File: src/rtl/periph_bridge_ws.sv
// periph_bridge_ws: bridges the CPU data port to NDEV memory-mapped devices.
// Each device owns one STRIDE-byte window starting at BASE. A control window
// follows the last device window and holds the interrupt registers PEND and
// MASK, plus ERRADDR. Device accesses use a sel/ack handshake, so a device may
// insert wait states. A device that never acks is timed out after TIMEOUT edges.
//
// Ports:
//   clk, reset                    clock, synchronous active-high reset
//   cpu_req/we/addr/wd            CPU request (sampled in IDLE only)
//   cpu_ready/rd/err              one-cycle completion pulse with data and error flag
//   dev_sel/we/addr/wd            registered device strobes (one-hot select, window offset)
//   dev_rd/ack                    per-device read data (32 bits each) and completion
//   dev_irq                       per-device interrupt requests
//   pr_ip                         registered PEND & MASK to CP0 IP[15:10]
module periph_bridge_ws #(
  parameter int unsigned NDEV     = 6,
  parameter logic [31:0] BASE     = 32'h0000_7F00,
  parameter int unsigned STRIDE   = 16,
  parameter int unsigned TIMEOUT  = 15,
  parameter logic [5:0]  IRQ_EDGE = 6'b000001
) (
  input  logic                 clk,
  input  logic                 reset,
  input  logic                 cpu_req,
  input  logic                 cpu_we,
  input  logic [31:0]          cpu_addr,
  input  logic [31:0]          cpu_wd,
  output logic                 cpu_ready,
  output logic [31:0]          cpu_rd,
  output logic                 cpu_err,
  output logic [NDEV-1:0]      dev_sel,
  output logic                 dev_we,
  output logic [31:0]          dev_addr,
  output logic [31:0]          dev_wd,
  input  logic [32*NDEV-1:0]   dev_rd,
  input  logic [NDEV-1:0]      dev_ack,
  input  logic [NDEV-1:0]      dev_irq,
  output logic [5:0]           pr_ip
);

  localparam int unsigned     Shift       = $clog2(STRIDE);
  localparam logic [31:0]     OffMask     = 32'(STRIDE - 1);
  localparam logic [7:0]      TimeoutLast = 8'(TIMEOUT - 1);
  localparam logic [NDEV-1:0] EdgeMask    = IRQ_EDGE[NDEV-1:0];
  localparam logic [31:0]     ErrData     = 32'hFFFF_FFFF;

  typedef enum logic [1:0] {StIdle, StAccess, StDone} state_e;

  state_e            state_q;
  logic [7:0]        cnt_q;
  logic [2:0]        idx_q;
  logic [31:0]       addr_q;
  logic              cpu_ready_q;
  logic [31:0]       cpu_rd_q;
  logic              cpu_err_q;
  logic [NDEV-1:0]   dev_sel_q;
  logic              dev_we_q;
  logic [31:0]       dev_addr_q;
  logic [31:0]       dev_wd_q;
  logic [NDEV-1:0]   pend_q, pend_d;
  logic [NDEV-1:0]   mask_q;
  logic [31:0]       erraddr_q;
  logic [NDEV-1:0]   irq_hist_q;
  logic [5:0]        pr_ip_q;

  // Address decode: window number and offset relative to BASE.
  logic [31:0]     rel, win, off;
  logic            in_range, is_dev, is_ctl;
  logic [NDEV-1:0] sel_onehot;

  assign rel      = cpu_addr - BASE;
  assign win      = rel >> Shift;
  assign off      = rel & OffMask;
  assign in_range = (cpu_addr >= BASE);
  assign is_dev   = in_range && (win < NDEV);
  assign is_ctl   = in_range && (win == NDEV);

  always_comb begin
    sel_onehot = '0;
    for (int i = 0; i < int'(NDEV); i++) begin
      sel_onehot[i] = (win == 32'(i));
    end
  end

  // Read data slice and ack of the latched device.
  logic [31:0] rd_slice;
  logic        ack_sel;

  always_comb begin
    rd_slice = '0;
    ack_sel  = 1'b0;
    for (int i = 0; i < int'(NDEV); i++) begin
      if (idx_q == i[2:0]) begin
        rd_slice = dev_rd[32*i +: 32];
        ack_sel  = dev_ack[i];
      end
    end
  end

  // Control window read mux.
  logic [31:0] ctl_rdata;

  always_comb begin
    ctl_rdata = '0;
    case (off)
      32'h0:   ctl_rdata = 32'(pend_q);
      32'h4:   ctl_rdata = 32'(mask_q);
      32'h8:   ctl_rdata = erraddr_q;
      default: ctl_rdata = '0;
    endcase
  end

  // Pending register: edge channels latch rises and clear on W1C, with a
  // same-edge rise taking precedence; level channels just track dev_irq.
  logic [NDEV-1:0] pend_clr, irq_rise;

  always_comb begin
    pend_clr = '0;
    if (state_q == StIdle && cpu_req && is_ctl && cpu_we && off == 32'h0) begin
      pend_clr = cpu_wd[NDEV-1:0];
    end
    irq_rise = dev_irq & ~irq_hist_q;
    pend_d   = (EdgeMask & (irq_rise | (pend_q & ~pend_clr))) | (~EdgeMask & dev_irq);
  end

  always_ff @(posedge clk) begin
    if (reset) begin
      state_q     <= StIdle;
      cnt_q       <= '0;
      idx_q       <= '0;
      addr_q      <= '0;
      cpu_ready_q <= 1'b0;
      cpu_rd_q    <= '0;
      cpu_err_q   <= 1'b0;
      dev_sel_q   <= '0;
      dev_we_q    <= 1'b0;
      dev_addr_q  <= '0;
      dev_wd_q    <= '0;
      pend_q      <= '0;
      mask_q      <= '0;
      erraddr_q   <= '0;
      irq_hist_q  <= '0;
      pr_ip_q     <= '0;
    end else begin
      irq_hist_q <= dev_irq;
      pend_q     <= pend_d;
      // Uses the pre-edge PEND/MASK, so pr_ip lags both by one edge.
      pr_ip_q    <= 6'(pend_q & mask_q);

      unique case (state_q)
        StIdle: begin
          if (cpu_req) begin
            if (is_dev) begin
              state_q    <= StAccess;
              cnt_q      <= '0;
              idx_q      <= win[2:0];
              addr_q     <= cpu_addr;
              dev_sel_q  <= sel_onehot;
              dev_we_q   <= cpu_we;
              dev_addr_q <= off;
              dev_wd_q   <= cpu_wd;
            end else if (is_ctl) begin
              state_q     <= StDone;
              cpu_ready_q <= 1'b1;
              cpu_err_q   <= 1'b0;
              if (cpu_we) begin
                cpu_rd_q <= '0;
                if (off == 32'h4) begin
                  mask_q <= cpu_wd[NDEV-1:0];
                end
              end else begin
                cpu_rd_q <= ctl_rdata;
              end
            end else begin
              state_q     <= StDone;
              cpu_ready_q <= 1'b1;
              cpu_err_q   <= 1'b1;
              cpu_rd_q    <= ErrData;
              erraddr_q   <= cpu_addr;
            end
          end
        end

        StAccess: begin
          // An ack on the last allowed edge is checked first, so it beats the timeout.
          if (ack_sel) begin
            state_q     <= StDone;
            cpu_ready_q <= 1'b1;
            cpu_err_q   <= 1'b0;
            cpu_rd_q    <= dev_we_q ? 32'h0 : rd_slice;
            dev_sel_q   <= '0;
            dev_we_q    <= 1'b0;
          end else if (cnt_q == TimeoutLast) begin
            state_q     <= StDone;
            cpu_ready_q <= 1'b1;
            cpu_err_q   <= 1'b1;
            cpu_rd_q    <= ErrData;
            erraddr_q   <= addr_q;
            dev_sel_q   <= '0;
            dev_we_q    <= 1'b0;
          end else begin
            cnt_q <= cnt_q + 8'd1;
          end
        end

        StDone: begin
          cpu_ready_q <= 1'b0;
          state_q     <= StIdle;
        end

        default: begin
          state_q <= StIdle;
        end
      endcase
    end
  end

  assign cpu_ready = cpu_ready_q;
  assign cpu_rd    = cpu_rd_q;
  assign cpu_err   = cpu_err_q;
  assign dev_sel   = dev_sel_q;
  assign dev_we    = dev_we_q;
  assign dev_addr  = dev_addr_q;
  assign dev_wd    = dev_wd_q;
  assign pr_ip     = pr_ip_q;

endmodule

File: config.mk
export PLATFORM = sky130hd
export DESIGN_NAME = periph_bridge_ws
export DESIGN_NICKNAME = d
export VERILOG_FILES = /design/src/rtl/periph_bridge_ws.sv
export SDC_FILE = /design/constraint.sdc
export NUM_CORES = 1
export LEC_CHECK = 0
export ABC_AREA = 0
export CAP_MARGIN = 30
export CORE_UTILIZATION = 40
export DETAILED_ROUTE_END_ITERATION = 7
export GPL_TIMING_DRIVEN = 0
export PLACE_DENSITY = 0.77
export SYNTH_ARGS = -nofsm -noshare
export SYNTH_HDL_FRONTEND = slang
export SYNTH_SLANG_ARGS = --single-unit
File: constraint.sdc
create_clock -name clk -period 2.7 [get_ports clk]
set_clock_uncertainty 0.2 [all_clocks]
set_input_delay 0.27 -clock clk [delete_from_list [all_inputs] [get_ports clk]]
set_output_delay 0.27 -clock clk [all_outputs]
set_load 0.05 [all_outputs]
After elaboration in Yosys (flattened, before gate mapping)
Index checks and enable logic that the tools add are counted.
{"block": "totals", "register_bits": 173, "inputBits": 272, "word_cells": 130}
{"block": "classes", "n_addsub": 2, "magnitude_cmp": 2, "eq_ne": 24, "n_mux": 58, "bitwise": 8, "reduce_logical": 20}
{"operator": "two-way mux 32 bit", "n": 18}
{"operator": "case mux 32 bit (2 select lines)", "n": 2}
{"operator": "case mux 32 bit (3 select lines)", "n": 1}
{"operator": "equality test 28 x 3 -> 1 bit, second input constant", "n": 3}
{"operator": "zero test 32 bit", "n": 2}
{"operator": "equality test 28 x 2 -> 1 bit, second input constant", "n": 2}
{"operator": "greater-or-equal comparator 32 x 15 -> 1 bit, second input constant", "n": 1}
{"operator": "two-way mux 8 bit", "n": 4}
{"operator": "subtractor 32 x 15 -> 32 bit, second input constant", "n": 1}
{"operator": "equality test 28 x 1 -> 1 bit, second input constant", "n": 1}
{"operator": "< comparator 28 x 3 -> 1 bit, second input constant", "n": 1}
{"operator": "two-way mux 6 bit", "n": 4}
{"operator": "two-way mux 1 bit", "n": 19}
{"operator": "case mux 8 bit (2 select lines)", "n": 1}
{"operator": "inequality test 2 bit, second input constant", "n": 7}
{"operator": "case mux 6 bit (2 select lines)", "n": 1}
{"operator": "AND reduction 4 bit", "n": 3}
{"operator": "AND reduction 6 bit", "n": 2}
{"operator": "adder 8 x 1 -> 8 bit, second input constant", "n": 1}
{"operator": "equality test 8 x 4 -> 1 bit, second input constant", "n": 1}
{"operator": "two-way mux 2 bit", "n": 4}
{"operator": "AND 6 bit", "n": 1}
{"operator": "equality test 3 x 2 -> 1 bit, second input constant", "n": 2}
{"operator": "equality test 3 bit, second input constant", "n": 2}
{"operator": "21 further kinds", "n": 30}

Depth between registers and ports, before layout
Gate-level depths: netlist (run 1).
{"block": "logic_depth", "word_depth": 11, "mapped_depth": 8}

Least setup slack after synthesis (run 1)
No wires, ideal clock.
{"block": "synth_timing", "path_type": "input -> register", "startpoint": "input cpu_addr[15]", "endpoint": "register mask_q[0]", "setup_ns": 0.128, "arrival_ns": 2.161, "required_ns": 2.372, "slack_ns": 0.211, "stages": 5, "cell_sequence": "or4_4 > or4_4 > nor4_4 > mux2i_1 > nor2_1"}
{"block": "synth_via", "elab_chain_cells": 5, "elab_cells_between_ends": 8, "classes_between": "add/sub (1); order compare (2); eq/ne (1); bitwise (1); reduce/logical (3)"}
{"element": "start, declared", "line": "26", "text": "input logic [31:0] cpu_addr,"}
{"element": "subtractor 32 x 15 -> 32 bit", "line": "71", "text": "assign rel = cpu_addr - BASE;"}
{"element": "< comparator 28 x 3 -> 1 bit", "line": "75", "text": "assign is_dev = in_range && (win < NDEV);"}
{"element": "logical AND 1 bit", "line": "75"}
{"element": "NOT 1 bit (no line)"}
{"element": "AND reduction 6 bit (no line) (*)"}
{"element": "end signal, assigned", "line": "169", "text": "mask_q <= cpu_wd[NDEV-1:0];"}
{"element": "end, declared", "line": "61", "text": "logic [NDEV-1:0] mask_q;"}
Mark *: on every way between the ends. The rest lies on a longest branch, timed or not.
A chain may end at the register's enable or synchronous reset.

Worst setup path in the final report (run 1)
{"block": "layout_timing", "startpoint": "register idx_q[1]", "endpoint": "register dev_we_q (netlist: dev_we)"}
{"block": "layout_via", "elab_chain_cells": 9, "elab_cells_between_ends": 16, "classes_between": "eq/ne (6); mux (8); reduce/logical (2)"}
{"element": "start, declared", "line": "51", "text": "logic [2:0] idx_q;"}
{"element": "start signal, assigned", "line": "156", "text": "idx_q <= win[2:0];"}
{"element": "zero test 3 bit", "line": "93", "text": "if (idx_q == i[2:0]) begin"}
{"element": "two-way mux 1 bit (5 in a row)", "line": "93"}
{"element": "two-way mux 1 bit (*)", "line": "93"}
{"element": "inequality test 3 bit (no line) / two-way mux 1 bit (equally long branches)"}
{"element": "AND reduction 4 bit (no line) / case mux 1 bit (2 select lines) (equally long branches)"}
{"element": "end signal, assigned", "line": "159", "text": "dev_we_q <= cpu_we;"}
{"element": "end, declared", "line": "57", "text": "logic dev_we_q;"}
Marks and branches as above.

==> qor.csv, run 1 <==
metric;value;unit
Rows;53;
Yosys cell types;61;
Pins Over Slew Limit;0;
hold path depth;3;
Final period util;101;%
Ports;383;
Placer Congestion;0.946;
cts hold-fix bufs;0;
DR iter-0 viols;961;
mapped cell area;0.00858;sq mm
initial core utilization;40.8;%
sw frac;26.6;%
clock root buffer master;clkbuf_16;
Synth Area in XOR/XNOR;0.306;%
part of the power in registers;38.4;%
Worst R2R Path Depth;7;
first-pass GRT wire length;53.2;mm
area delta synth->final;59.5;%
register area share after synthesis;38.7;%
Cell Count Post-Placement;1699;
mux share of post-synthesis cell area;3.40;%
top-count cell post-synth;dfxtp_1;
crit path time final;2.72;ns
htree depth;4;
Final Util;65.1;%
Least-Margin Pin Slew;0.814;ns
clk buf depth;2;
Hold WC Path Type;in -> reg;
GRT Overall Usage;31.7;%
Non-Filler Instances;1744;
initial antenna violation count;2;
Worst-Skew Late Latency;0.43;ns
combinational share of power;19.0;%
DR pass1 iterations;6;
post-layout net count;1730;
clk slew on worst S/H paths;0.07;ns
grt total ovfl;0;
RSZ-0062 raised after global routing;yes;
setup slack after layout;-0.0207;ns
Synth Area in Compound Gates;30.7;%
Final setup viols;2;
Cells after Synth;1043;
Max-Cap Viols;0;
CTS tree;built;
number of synthesized flops with an enable pin;0;
fill count;1777;
crit-path max cell delay;0.39;ns
Die Span Y;148;microns
failing checks;setup timing;
Hold WS;0.0833;ns
worst path required time;2.84;ns
Ant. Diodes;0;
CP max FO;10;
die area;0.0220;sq mm
WS Path Type;reg -> reg;
FMAX;0.368;GHz
leading post-synthesis cells by cell area;dfxtp_1 (39%), a22oi_1 (8.5%), nand2_1 (6.2%);
status;finished with violations;
maximum number of pins on one net before global-route repair;17;
post-place setup slack;-0.918;ns
Sink Count;166;
layout cells sized above 1;12.0;%
Pint;5.01;mW
number of global-route vias before repair;9374;
Synth Area in Simple Gates;18.5;%
VDD IR max;0.468;mV
largest area contributor in the netlist;dfxtp_1;
DP HPWL;28.1;mm
Hold Vio Cnt, Final;0;
Pwr Density;499;mW/mm^2
cell chain of the critical path;mux2_2 -> o311a_1 -> a22oi_2 -> clkbuf_4 -> buf_2 -> nand2_1 -> a31oi_1;
Routed Antenna Nets;0;
vias per cell;5.77;
Yosys warning total;0;
slowest CP cell;dfxtp_1;
net switching power;1.82;mW
asr flop ratio synth;0;%
Core Area;0.0210;sq mm
clock share of power;42.7;%
count of state elements after synthesis;166;
drt total wl;36.5;mm
I/O Buffers;353;
main combinational cell family by area after synthesis;compound AO/OA/AOI/OAI gates;
CP Capture Type;register;
synth cell count leaders;dfxtp_1 (166), nand2_1 (141), a22oi_1 (97);
vias post-DR;10055;
total clock buffers created by CTS;17;
routed length per placed instance;21.0;microns
Yosys top cell area share;38.7;%
CP startpoint kind;register;
Arr. time, crit path;2.86;ns
ys flop type;dfxtp_1;
Die W;148;microns
Syn Area/Cell;8.23;sq um
relative slew slack;45.7;%
drt drc;0;
Synth Area in Adders;0.292;%
leak pwr;5.35;nW
-- cell type report --
cell class              count  area [sq um]  area share, %
repair buffers            372          3670           26.8
multi-input cells         759          4900           35.8
flip-flops and latches    166          3320           24.3
inverters                  15          56.3          0.411
well taps                 275           344           2.51
clock inverters            15           272           1.98
clock buffers              17           425           3.11
plain buffers             125           689           5.04
-- critical path, delay by kind of cell (launching register included) --
| family | cells | cell delay, ns |
|---|---|---|
| flip-flops | 1 | 0.39 |
| buffers and inverters | 2 | 0.59 |
| AND/OR/NAND/NOR | 1 | 0.09 |
| multiplexers | 1 | 0.38 |
| AO/OA/AOI/OAI | 3 | 0.97 |
-- sequential cells by signal, summed over array words and instances (netlist names) --
register    count
addr_q         30
erraddr_q      32
pr_ip           6
cnt_q           8
cpu_err         1
cpu_ready       1
dev_we          1
idx_q           2
dev_wd         32
pend_q          6
cpu_rd         32
mask_q          6
state_q         2
dev_sel         6
irq_hist_q      1
-- cell usage in the layout (no fill, tap or decap), types with 25 or more instances in the layout --
cell type        count
mux2i_1             28
a31oi_1             35
o31ai_1             25
dfxtp_1            165
clkbuf_1            47
o211ai_1            32
clkdlybuf4s50_1    353
conb_1              28
a21oi_1             70
and3_1              27
nand3_1             29
buf_4               54
a22oi_1             96
nand2_1            141
nor2_1              52
-- repair_timing --
item / 4_1_cts / 5_1_grt
cloned: 0 / 0
pin swaps: 6 / 5
buffers inserted: 8 / 10
endpoints found under the setup margin: 123 / 125
resized for setup: 40 / 88
-- cells by family (layout without fill, tap and decap cells) --
kind of cell / after synthesis / in the layout
other: 1 / 28
adder cells (fa/ha/maj): 2 / 2
multiplexers: 29 / 29
AND/OR/NAND/NOR: 324 / 324
flip-flops: 166 / 166
XOR/XNOR: 3 / 3
buffers and inverters: 145 / 544
AO/OA/AOI/OAI: 373 / 373
-- power by group through the flow --
stage          clock, mW  combinational, mW  sequential [mW]
2_1_floorplan          0              0.402             2.84
3_3_place_gp           0               1.23             2.67
3_5_place_dp           0               1.24             2.67
4_1_cts             2.92               1.26             2.61
5_1_grt             3.03               1.35             2.62
6_report            2.91               1.30             2.62
-- per-layer routing --
layer	up-vias	global-route usage, %	part of all wire (%)
met5	-	0	0.082
met4	4	12.8	3.3
met2	608	49.3	46
met1	4692	41.9	41
met3	88	7.70	10
li1	4663	-	-
-- worst paths after layout --
| path | from | end | slack, ns |
|---|---|---|---|
| worst max-delay path | idx_q[1]$_SDFFE_PP0P_ | dev_we$_SDFFE_PP0P_ | -0.02 |
| worst min-delay path | cpu_addr[5] | dev_sel[3]$_SDFFE_PP0P_ | 0.08 |
| worst min register to register | dev_wd[22]$_SDFFE_PP0P_ | dev_wd[22]$_SDFFE_PP0P_ | 0.25 |
| worst max register to register | idx_q[1]$_SDFFE_PP0P_ | dev_we$_SDFFE_PP0P_ | -0.02 |
-- through the flow --
step           cell area (sq um)  power, mW  setup TNS [ns]
6_report                   13700       6.83         -0.0227
5_1_grt                    13700       7.01          -0.337
4_1_cts                    13400       6.79         -0.0252
3_5_place_dp               12600       3.91          -78.60
3_3_place_gp               12600       3.89          -79.73
2_1_floorplan               8680       3.24               0
Note: power is estimated with default switching activity, not from simulation.
==> run 2, diff against run 1 <==
--- a/config.mk
+++ b/config.mk
@@ -7,10 +7,12 @@
 export LEC_CHECK = 0
 export ABC_AREA = 0
 export CAP_MARGIN = 30
-export CORE_UTILIZATION = 40
+export CELL_PAD_IN_SITES_DETAIL_PLACEMENT = 1
+export CELL_PAD_IN_SITES_GLOBAL_PLACEMENT = 1
+export CORE_UTILIZATION = 30
 export DETAILED_ROUTE_END_ITERATION = 7
 export GPL_TIMING_DRIVEN = 0
-export PLACE_DENSITY = 0.77
+export PLACE_DENSITY_LB_ADDON = 0.1
 export SYNTH_ARGS = -nofsm -noshare
 export SYNTH_HDL_FRONTEND = slang
 export SYNTH_SLANG_ARGS = --single-unit
==> qor.csv, run 2 (same netlist as run 1, synthesis figures left out) <==
metric;value;unit;change
number of global-route vias before repair;10087;;was 9,374
cts hold-fix bufs;0;;unchanged
busiest grt layer;met2;;unchanged
R2R Setup Slk;0.05;ns;was -0.02 ns
Least-Margin Pin Slew;0.810;ns;was 0.814 ns
Core Area;0.0279;sq mm;was 0.0210 sq mm
clk buf depth;2;;unchanged
I/O Buffers;353;;unchanged
maximum number of pins on one net before global-route repair;17;;unchanged
slowest CP cell;or4_1;;was dfxtp_1
r2r endpoint;dev_we$_SDFFE_PP0P_;;unchanged
CTS tree;built;;unchanged
fill count;3323;;was 1,777
Pwr Density;487;mW/mm^2;was 499 mW/mm^2
layout cells sized above 1;10.6;%;was 12.0%
drt drc;0;;unchanged
CP Capture Type;register;;unchanged
vias per cell;5.33;;was 5.77
grt total ovfl;0;;unchanged
WS Path Type;in -> reg;;was reg -> reg
most common cell after layout, fill and taps aside;clkdlybuf4s50_1;;unchanged
area delta synth->final;59.5;%;unchanged
routed length per placed instance;22.0;microns;was 21.0 microns
Multi-input gate area;0.00480;sq mm;was 0.00490 sq mm
Worst Path Buf+Inv;3;;was 2
GRT met3 Usage;5.97;%;was 7.70%
Worst R2R Path Depth;7;;unchanged
Ports;383;;unchanged
DP HPWL;32.0;mm;was 28.1 mm
Die W;171;microns;was 148 microns
commonest cells after routing, fill and taps aside;clkdlybuf4s50_1 (350), dfxtp_1 (166), nand2_1 (141);;was clkdlybuf4s50_1 (353), dfxtp_1 (165), nand2_1 (141)
CP top delay family;simple AND/OR/NAND/NOR gates;;was compound AO/OA/AOI/OAI gates
drt total wl;40.5;mm;was 36.5 mm
clk slew on worst S/H paths;0.06;ns;was 0.07 ns
DR iter-0 viols;442;;was 961
vias post-DR;9838;;was 10,055
relative slew slack;45.6;%;was 45.7%
Hold WS;0.0901;ns;was 0.0833 ns
Final setup viols;0;;was 2
CP startpoint kind;input port;;was register
Worst R2R Start;state_q[0]$_SDFFE_PP0P_;;was idx_q[1]$_SDFFE_PP0P_
Placer Congestion;0.859;;was 0.946
hold endpoint;erraddr_q[15]$_SDFFE_PP0P_;;was dev_sel[3]$_SDFFE_PP0P_
Sequential Area;0.00332;sq mm;about the same
leak pwr;5.27;nW;was 5.35 nW
Final period util;99.8;%;was 101%
crit path time final;2.70;ns;was 2.72 ns
RSZ-0062 raised after global routing;yes;;unchanged
Die Span Y;171;microns;was 148 microns
cell chain of the critical path;clkdlybuf4s50_1 -> or4_1 -> or4_4 -> nor4_4 -> buf_6 -> buf_4 -> o211ai_1 -> o41ai_2;;was mux2_2 -> o311a_1 -> a22oi_2 -> clkbuf_4 -> buf_2 -> nand2_1 -> a31oi_1
status;completed;;was finished with violations
Max-Cap Viols;0;;unchanged
initial antenna violation count;1;;was 2
CP max FO;10;;unchanged
Pins Over Slew Limit;0;;unchanged
Worst-Skew Late Latency;0.44;ns;was 0.43 ns
clock root buffer master;clkbuf_16;;unchanged
DR pass1 iterations;6;;unchanged
Hold Vio Cnt, Final;0;;unchanged
Rows;61;;was 53
htree depth;4;;unchanged
hold path depth;5;;was 3
Final Util;49.0;%;was 65.1%
Non-Filler Instances;1846;;was 1,744
FMAX;0.371;GHz;was 0.368 GHz
worst path required time;2.83;ns;was 2.84 ns
GR Util met2;46.4;%;was 49.3%
crit-path max cell delay;0.69;ns;was 0.39 ns
die area;0.0293;sq mm;was 0.0220 sq mm
initial core utilization;30.7;%;was 40.8%
Pwr Total;6.67;mW;was 6.83 mW
Hold WC Path Type;in -> reg;;unchanged
GRT Overall Usage;26.9;%;was 31.7%
Setup TNS;0;ns;was -0.0227 ns
post-layout net count;1729;;was 1,730
Arr. time, crit path;2.82;ns;was 2.86 ns
Hold Crit Start;cpu_addr[15];;was cpu_addr[5]
Cell Count Post-Placement;1802;;was 1,699
total clock buffers created by CTS;17;;unchanged
VDD IR max;0.452;mV;was 0.468 mV
Sink Count;166;;unchanged
Routed Antenna Nets;0;;unchanged
GR Layer Usage met1;31.8;%;was 41.9%
first-pass GRT wire length;59.6;mm;was 53.2 mm
==> run 2: cell count changes in the layout (fill, tap and decap cells not counted), moves of 3 or more <==
cell,previous run,this run
a21boi_0,6,17
a21boi_1,14,9
a21boi_2,6,0
buf_4,54,50
clkbuf_4,6,9
clkdlybuf4s50_1,353,350
dlymetal6s2s_1,0,3
o41ai_1,18,26
o41ai_2,10,2
==> run 2: worst max path at each step <==
stage	from	to	slack [ns]	cells past startpoint
2_1_floorplan	cpu_addr[15]	mask_q[0]$_SDFFE_PP0P_	0.21	5
3_3_place_gp	cpu_addr[19]	cpu_rd[25]$_SDFFE_PP0P_	-1.06	7
3_5_place_dp	cpu_addr[19]	cpu_rd[10]$_SDFFE_PP0P_	-1.10	7
4_1_cts	idx_q[1]$_SDFFE_PP0P_	cpu_rd[10]$_SDFFE_PP0P_	0.0003	8
5_1_grt	idx_q[0]$_SDFFE_PP0P_	dev_we$_SDFFE_PP0P_	-0.05	7
6_report	cpu_addr[20]	cpu_rd[10]$_SDFFE_PP0P_	0.004	8
==> run 2: layer usage <==
layer  routed length (microns)  part of all wire (%)  vias to the layer above
li1                          -                     -                     4663
met1                     16500                    41                     4749
met2                     19700                    49                      354
met3                      2800                   6.9                       72
met4                      1490                   3.7                        0
met5                         0                     0                        -
==> run 2: power breakdown <==
| group | switching [mW] | leakage [nW] | internal [mW] |
|---|---|---|---|
| clock | 1.06 | 0.313 | 1.69 |
| combinational | 0.684 | 3.61 | 0.614 |
| sequential | 0.0646 | 1.36 | 2.55 |
| total | 1.81 | 5.27 | 4.86 |
==> run 2: repair_timing <==
| action | in CTS | in global routing |
|---|---|---|
| gates resized for setup | 51 | 53 |
| hold endpoints to repair | 0 | 0 |
| setup endpoints to repair | 143 | 82 |
| pin swaps | 9 | 4 |
| setup buffers | 13 | 3 |
==> run 2: cell type report <==
type                            count  area share (%)
Antenna cell                        1          0.0183
Buffer                            126            5.19
Clock buffer                       20            3.34
Clock inverter                     11            1.43
Inverter                           15           0.411
Multi-Input combinational cell    759            35.1
Sequential cell                   166            24.3
Tap cell                          378            3.45
Timing Repair Buffer              370            26.8
==> run 2: stage by stage <==
| stage | area, sq um | setup slack (ns) |
|---|---|---|
| floorplan | 8680 | 0.211 |
| global placement | 12700 | -1.06 |
| detailed placement | 12700 | -1.10 |
| CTS | 13600 | 0.000337 |
| global route | 13700 | -0.0500 |
| finish | 13700 | 0.00415 |
==> run 2: worst min-delay path, stage by stage <==
cell,delay (ns)
dlymetal6s2s_1,0.15
nand2_1,0.06
nand2_1,0.05
nand3_1,0.08
a21oi_1,0.06
